`src/rtl/slp_fwd_fxp_serial.sv`:
```
`default_nettype none
// ============================================================================
// Module   : slp_fwd_fxp_serial
// Summary  : Serial fixed-point single-layer perceptron forward pass with
//            step activation and training-error output.
// Revision : 1.0
// ============================================================================

package slp_fxp_pkg;
    typedef struct packed {
        bit          sign;
        int unsigned prec;
        int unsigned frac;
    } dconf_t;

    localparam dconf_t DEF_DCONF_FXP = '{sign: 1'b1, prec: 32'd16, frac: 32'd8};
endpackage

module slp_fwd_fxp_serial
    import slp_fxp_pkg::*;
#(
    parameter int     N      = 8,
    parameter dconf_t I_CONF = DEF_DCONF_FXP,
    parameter dconf_t W_CONF = DEF_DCONF_FXP,
    parameter dconf_t P_CONF = DEF_DCONF_FXP
) (
    input  logic                   clk,
    input  logic                   reset,
    input  logic                   start,
    input  logic [W_CONF.prec-1:0] bias,
    input  logic [P_CONF.prec-1:0] target,
    output logic                   busy,
    input  logic                   in_valid,
    output logic                   in_ready,
    output logic [$clog2(N)-1:0]   in_idx,
    input  logic [I_CONF.prec-1:0] in,
    input  logic [W_CONF.prec-1:0] weight,
    output logic                   out_valid,
    input  logic                   out_ready,
    output logic [P_CONF.prec-1:0] sum,
    output logic [P_CONF.prec-1:0] y,
    output logic [P_CONF.prec-1:0] error,
    output logic                   ovf,
    output logic                   udf,
    output logic                   rounded
);

    localparam int I_PREC = int'(I_CONF.prec);
    localparam int I_FRAC = int'(I_CONF.frac);
    localparam int W_PREC = int'(W_CONF.prec);
    localparam int W_FRAC = int'(W_CONF.frac);
    localparam int P_PREC = int'(P_CONF.prec);
    localparam int P_FRAC = int'(P_CONF.frac);
    localparam int IDX_W  = $clog2(N);
    localparam int A_PREC = I_PREC + W_PREC + IDX_W + 1;
    localparam int A_FRAC = I_FRAC + W_FRAC;
    localparam int PROD_W = I_PREC + W_PREC + 2;
    localparam int RSH    = (A_FRAC >= P_FRAC) ? (A_FRAC - P_FRAC) : 0;
    localparam int LSH    = (P_FRAC > A_FRAC) ? (P_FRAC - A_FRAC) : 0;
    localparam int EW0    = A_PREC + LSH;
    localparam int EW     = ((EW0 > P_PREC) ? EW0 : P_PREC) + 1;

    localparam logic [IDX_W-1:0]         LAST_IDX = IDX_W'(N - 1);
    localparam logic [P_PREC-1:0]        P_ONE    = P_PREC'(1) << P_FRAC;
    localparam logic signed [P_PREC-1:0] P_MAX    = {1'b0, {(P_PREC-1){1'b1}}};
    localparam logic signed [P_PREC-1:0] P_MIN    = {1'b1, {(P_PREC-1){1'b0}}};

    typedef enum logic [1:0] {
        S_IDLE = 2'd0,
        S_ACC  = 2'd1,
        S_FIN  = 2'd2,
        S_OUT  = 2'd3
    } state_t;

    state_t                   state_q, state_d;
    logic signed [A_PREC-1:0] acc_q, acc_d;
    logic [IDX_W-1:0]         idx_q, idx_d;
    logic [P_PREC-1:0]        target_q, target_d;
    logic                     busy_q, busy_d;
    logic                     in_ready_q, in_ready_d;
    logic                     out_valid_q, out_valid_d;
    logic [P_PREC-1:0]        sum_q, sum_d;
    logic [P_PREC-1:0]        y_q, y_d;
    logic [P_PREC-1:0]        error_q, error_d;
    logic                     ovf_q, ovf_d;
    logic                     udf_q, udf_d;
    logic                     rounded_q, rounded_d;

    // Operands widened by one bit so unsigned formats zero-extend cleanly.
    logic signed [I_PREC:0]   in_ext;
    logic signed [W_PREC:0]   w_ext;
    logic signed [W_PREC:0]   bias_ext;
    logic signed [PROD_W-1:0] prod;
    logic signed [A_PREC-1:0] prod_a;
    logic signed [A_PREC-1:0] bias_a;

    assign in_ext   = {I_CONF.sign & in[I_PREC-1], in};
    assign w_ext    = {W_CONF.sign & weight[W_PREC-1], weight};
    assign bias_ext = {W_CONF.sign & bias[W_PREC-1], bias};
    assign prod     = PROD_W'(in_ext) * PROD_W'(w_ext);
    assign prod_a   = A_PREC'(prod);
    assign bias_a   = A_PREC'(bias_ext) <<< I_FRAC;

    logic signed [EW-1:0] acc_e;
    logic signed [EW-1:0] sh;
    logic signed [EW-1:0] pmax_e;
    logic signed [EW-1:0] pmin_e;
    logic                 frac_lost;

    assign acc_e  = EW'(acc_q);
    assign pmax_e = EW'(P_MAX);
    assign pmin_e = EW'(P_MIN);

    generate
        if (LSH > 0) begin : g_lshift
            assign sh        = acc_e <<< LSH;
            assign frac_lost = 1'b0;
        end else if (RSH > 0) begin : g_rshift
            assign sh        = acc_e >>> RSH;
            assign frac_lost = |acc_q[RSH-1:0];
        end else begin : g_noshift
            assign sh        = acc_e;
            assign frac_lost = 1'b0;
        end
    endgenerate

    logic              sat_hi;
    logic              sat_lo;
    logic [P_PREC-1:0] sum_n;
    logic [P_PREC-1:0] y_n;

    assign sat_hi = (sh > pmax_e);
    assign sat_lo = (sh < pmin_e);
    assign sum_n  = sat_hi ? P_MAX : (sat_lo ? P_MIN : sh[P_PREC-1:0]);
    assign y_n    = acc_q[A_PREC-1] ? '0 : P_ONE;

    logic beat;
    assign beat = in_valid & in_ready_q;

    always_comb begin
        state_d     = state_q;
        acc_d       = acc_q;
        idx_d       = idx_q;
        target_d    = target_q;
        busy_d      = busy_q;
        in_ready_d  = in_ready_q;
        out_valid_d = out_valid_q;
        sum_d       = sum_q;
        y_d         = y_q;
        error_d     = error_q;
        ovf_d       = ovf_q;
        udf_d       = udf_q;
        rounded_d   = rounded_q;

        case (state_q)
            S_IDLE: begin
                if (start) begin
                    state_d    = S_ACC;
                    acc_d      = bias_a;
                    idx_d      = '0;
                    target_d   = target;
                    busy_d     = 1'b1;
                    in_ready_d = 1'b1;
                end
            end
            S_ACC: begin
                if (beat) begin
                    acc_d = acc_q + prod_a;
                    if (idx_q == LAST_IDX) begin
                        idx_d      = '0;
                        in_ready_d = 1'b0;
                        state_d    = S_FIN;
                    end else begin
                        idx_d = idx_q + IDX_W'(1);
                    end
                end
            end
            S_FIN: begin
                sum_d       = sum_n;
                y_d         = y_n;
                error_d     = target_q - y_n;
                ovf_d       = sat_hi;
                udf_d       = sat_lo;
                rounded_d   = frac_lost;
                out_valid_d = 1'b1;
                state_d     = S_OUT;
            end
            S_OUT: begin
                if (out_ready) begin
                    out_valid_d = 1'b0;
                    busy_d      = 1'b0;
                    state_d     = S_IDLE;
                end
            end
            default: begin
                state_d = S_IDLE;
            end
        endcase
    end

    always_ff @(posedge clk or posedge reset) begin
        if (reset) begin
            state_q     <= S_IDLE;
            acc_q       <= '0;
            idx_q       <= '0;
            target_q    <= '0;
            busy_q      <= 1'b0;
            in_ready_q  <= 1'b0;
            out_valid_q <= 1'b0;
            sum_q       <= '0;
            y_q         <= '0;
            error_q     <= '0;
            ovf_q       <= 1'b0;
            udf_q       <= 1'b0;
            rounded_q   <= 1'b0;
        end else begin
            state_q     <= state_d;
            acc_q       <= acc_d;
            idx_q       <= idx_d;
            target_q    <= target_d;
            busy_q      <= busy_d;
            in_ready_q  <= in_ready_d;
            out_valid_q <= out_valid_d;
            sum_q       <= sum_d;
            y_q         <= y_d;
            error_q     <= error_d;
            ovf_q       <= ovf_d;
            udf_q       <= udf_d;
            rounded_q   <= rounded_d;
        end
    end

    assign busy      = busy_q;
    assign in_ready  = in_ready_q;
    assign in_idx    = idx_q;
    assign out_valid = out_valid_q;
    assign sum       = sum_q;
    assign y         = y_q;
    assign error     = error_q;
    assign ovf       = ovf_q;
    assign udf       = udf_q;
    assign rounded   = rounded_q;

endmodule

`default_nettype wire

```
`config.mk`:
```
export PLATFORM = sky130hd
export DESIGN_NAME = slp_fwd_fxp_serial
export DESIGN_NICKNAME = d
export VERILOG_FILES = /design/src/rtl/slp_fwd_fxp_serial.sv
export SDC_FILE = /design/constraint.sdc
export NUM_CORES = 1
export LEC_CHECK = 0
export BUFFER_PORTS_ARGS = -buffer_cell sky130_fd_sc_hd__buf_2
export CAP_MARGIN = 20
export CORE_MARGIN = 1
export CORE_UTILIZATION = 50
export DETAILED_ROUTE_END_ITERATION = 10
export MAX_ROUTING_LAYER = met4
export PLACE_DENSITY = 0.76
export SYNTH_ARGS = -nofsm -noshare
export SYNTH_HDL_FRONTEND = slang
export SYNTH_SLANG_ARGS = --single-unit
```
`constraint.sdc`:
```
create_clock -name clk -period 4.6 [get_ports clk]
set_input_delay 0 -clock clk [delete_from_list [all_inputs] [get_ports clk]]
set_output_delay 0 -clock clk [all_outputs]
set_load 0.005 [all_outputs]
```
==> results.txt <==
* Violation count after the first detailed-route iteration: 600
* Setup crit start kind: input pin
- The via count of the first global-routing pass is 13.2k.
* Cell types occupying the most area after synthesis: fa_1 40%, dfrtp_1 15%, inv_1 10%, ha_1 9.1%, and2_1 4.9%
- In this run the tightest slew margin relative to its limit is 39.7%.
* Clock Latency Late Sink: 0.34 ns
- The max-slew violation count is 0.
* Num ports: 126
- TritonCTS buffer count: 9
- The die covers 32,400 um^2.
* Post-Place Worst Slack: -1.32 ns
- The tree built by TritonCTS fans out to 96 sinks.
- The H-tree was split into 3 levels.
* Max FO, Critical Path: 6
- In the routed layout, each cell is associated on average with a via count of 5.06.
- Chip Width: 180 um
- R2R cell count: 17
- For this run, the post-layout net count is 2,483.
- Top_reg_cell synth: dfrtp_1
* Final setup vio count: 24
- Area of combinational cells with multiple inputs: 12,300 um^2
- In this run, distinct cell masters in the synthesized netlist total 58.
- Data on the critical path arrives at its endpoint at 5.61 ns.
- The number of placed instances, taps included, is 2,316.
- Failing checks: DRC, setup timing
- Worst setup margin: -0.814 ns
- The run finished, with violations left.
* Sequential area share after synthesis: 15.2%
- Commonest cells after routing, fill and taps aside: 403 x inv_1, 297 x fa_1, 213 x buf_4
* Yosys top cell area share: 39.7%
- Fillcell total: 2,407
- Overflow left after global routing: 0
- The die is 180 um tall.
- Launching element of the worst setup path: in[7]
- The most critical setup path has its endpoint at acc_q[29].
* Clock tree root buffer cell: clkbuf_16
- The congestion estimate from routability-driven global placement came to 0.897.
- Number of synthesized register bits: 96
- For this block, the via count after detailed routing is 12.1k.
- Register-to-register setup slack: -0.60 ns
* Final Hold Violating Endpoints: 0
- Number of synthesized flops with an enable pin: 0
* Total wirelength of the detailed-routed design: 38.8 mm
- Detailed placement finished with a half-perimeter wire length of 32.2 mm.
- TritonCTS built the clock tree.
- After detailed routing, the average wire length per cell comes to 16.2 um.
* Syn Area/Cell: 9.52 um^2
* Accumulated negative setup slack: -13.13 ns
- CP required: 4.79 ns
- Clock tree buffer depth: 2
* Number of antenna violations at the first check in global routing: 1
- Initial core utilization: 51.2%
- After detailed routing, the number of remaining DRC violations is 6.
- Setup repair after global routing could not meet its margin everywhere.
- The setup path with the least slack is of type in -> reg.
- The initialized floorplan defines 64 standard-cell rows.
- Type of the worst min-delay path: in -> reg
* Reg2reg start: acc_q[10]
- Remaining number of nets flagged by the antenna check after routing: 0
- Gr usage total: 26.0%
- Total standard cell area after synthesis: 15,800 um^2
- The cell count after synthesis came out at 1,663.
- Number of cells in the finished layout apart from fillers: 2,387
- Across the run, the number of max-cap violations was 0.
* Count of port buffers added during placement: 110
* Yosys warning total: 0
- The first global-routing pass estimated 66.1 mm of wire.
- Setup skew after layout: 0.00631 ns
- Area delta synth->final: 25.5%
* Most area-hungry cell type in the Yosys netlist: fa_1
* Pre-antenna DRT Iters: 8
- Slew of the pin with the lowest slew margin: 0.904 ns
* Standard cell core area: 30,900 um^2
* Period utilization: 118%
- In the final layout, the share of cells above drive strength 1 is 26.0%.
- STA classifies the critical path endpoint as a register.
- For the finished layout, the period the worst path requires is 5.41 ns.
- Worst-path clk slew: 0.07 ns
- After synthesis, the share of flip-flops with an asynchronous set or reset is 100%.
- The sequential cells in the finished layout cover a total of 2400 um^2.
- Leaving out fill and tap cells, the most frequent cell in the layout is inv_1.
- The worst register-to-register path ends at acc_q[29].
- Max Clk Rate: 185 MHz
- Pin count of the biggest net entering global routing: 56
==> critical path, stage by stage <==
cell and delay (ns):
buf_4 0.15, and2_1 0.19, fa_1 0.54, inv_1 0.06
fa_1 0.49, fa_1 0.54, inv_2 0.04, fa_2 0.46
fa_1 0.55, inv_1 0.05, fa_1 0.59, inv_1 0.09
ha_4 0.25, nor3_2 0.17, nor2_1 0.08, nand3_1 0.11
a21oi_2 0.07, or4_1 0.43, a31o_4 0.24, a311oi_2 0.26
xnor2_1 0.15, o21ai_1 0.07
==> layer usage <==
layer	track usage, %	share of wire [%]
met5	-	0
met4	5.34	1.6
met3	2.71	4.5
met2	42.0	49
met1	35.8	45
==> sequential cells by signal, summed over array words and instances, names as in the netlist <==
name,cells
target_q,16
sum,16
out_valid,1
rounded,1
in_idx,3
error,16
udf,1
in_ready,1
ovf,1
y,1
state_q,2
acc_q,36
busy,1
==> Yosys cell counts, types with 3 or more instances <==
library cell,count
nand4_1,6
and2_1,124
buf_1,3
a211oi_1,5
nor2_1,54
and3_1,8
a21o_1,18
a21oi_1,58
xor2_1,14
nor2b_1,3
o21ai_0,24
nand3_1,6
a22o_1,7
nor3_1,5
buf_4,15
fa_1,314
nor4_1,5
nand2_1,151
clkbuf_1,53
ha_1,115
o21a_1,3
dfrtp_1,96
mux2i_1,6
a31oi_1,5
inv_1,420
o21ai_1,27
nor3b_1,4
xnor2_1,32
o211ai_1,4
o21bai_1,6
mux2_2,27
o22ai_1,15
==> final cells by class <==
type                    count  share of cell area [%]
multi-input cells        1090                    61.8
well taps                 396                    2.49
inverters                 420                    7.97
diodes                      1                  0.0126
flip-flops and latches     96                    12.1
clock buffers              10                    1.20
clock inverters             6                   0.258
repair buffers            368                    14.2
==> how the worst min path moves through the flow <==
stage / startpoint / endpoint / cells after the start
2_1_floorplan: target[10] / target_q[10] / 1
3_3_place_gp: reset / error[8] / 2
3_5_place_dp: reset / error[8] / 2
4_1_cts: in_valid / in_ready / 4
5_1_grt: start / busy / 3
6_report: start / busy / 3
==> metrics by stage <==
stage / instance area [um^2] / hold slack (ns) / util (%)
after global placement: 18500 / 0.0766 / 59.9
after detailed placement: 18500 / 0.0773 / 59.9
after CTS: 19600 / 0.000888 / 63.3
after floorplan: 16300 / 0.151 / -
after global routing: 19900 / 0.0381 / 64.3
final: 19900 / 0.00577 / 64.3
==> kinds of logic (layout without fill, tap and decap cells) <==
logic type,Yosys count,in the layout,share of synthesized area [%]
adders and majority gates,429,429,48.8
muxes,33,33,2.30
AOI/OAI and AO/OA,193,193,7.55
DFF,96,96,15.2
other,1,16,0.0237
buffers and inverters,491,804,12.0
xor gates and xnor gates,46,46,2.54
and+or+nand+nor,374,374,11.6
==> timing repair <==
item | 4_1_cts | 5_1_grt
pin swaps | 61 | 49
endpoints found under the hold margin | 71 | 0
setup buffers | 14 | 9
gates cloned | 0 | 1
hold buffers | 31 | 0
setup endpoints to repair | 26 | 27
gates resized for setup | 88 | 45
Power is left out: the tool's default activity adds up to more than one toggle a clock period on the data nets, which glitch-free logic cannot reach.
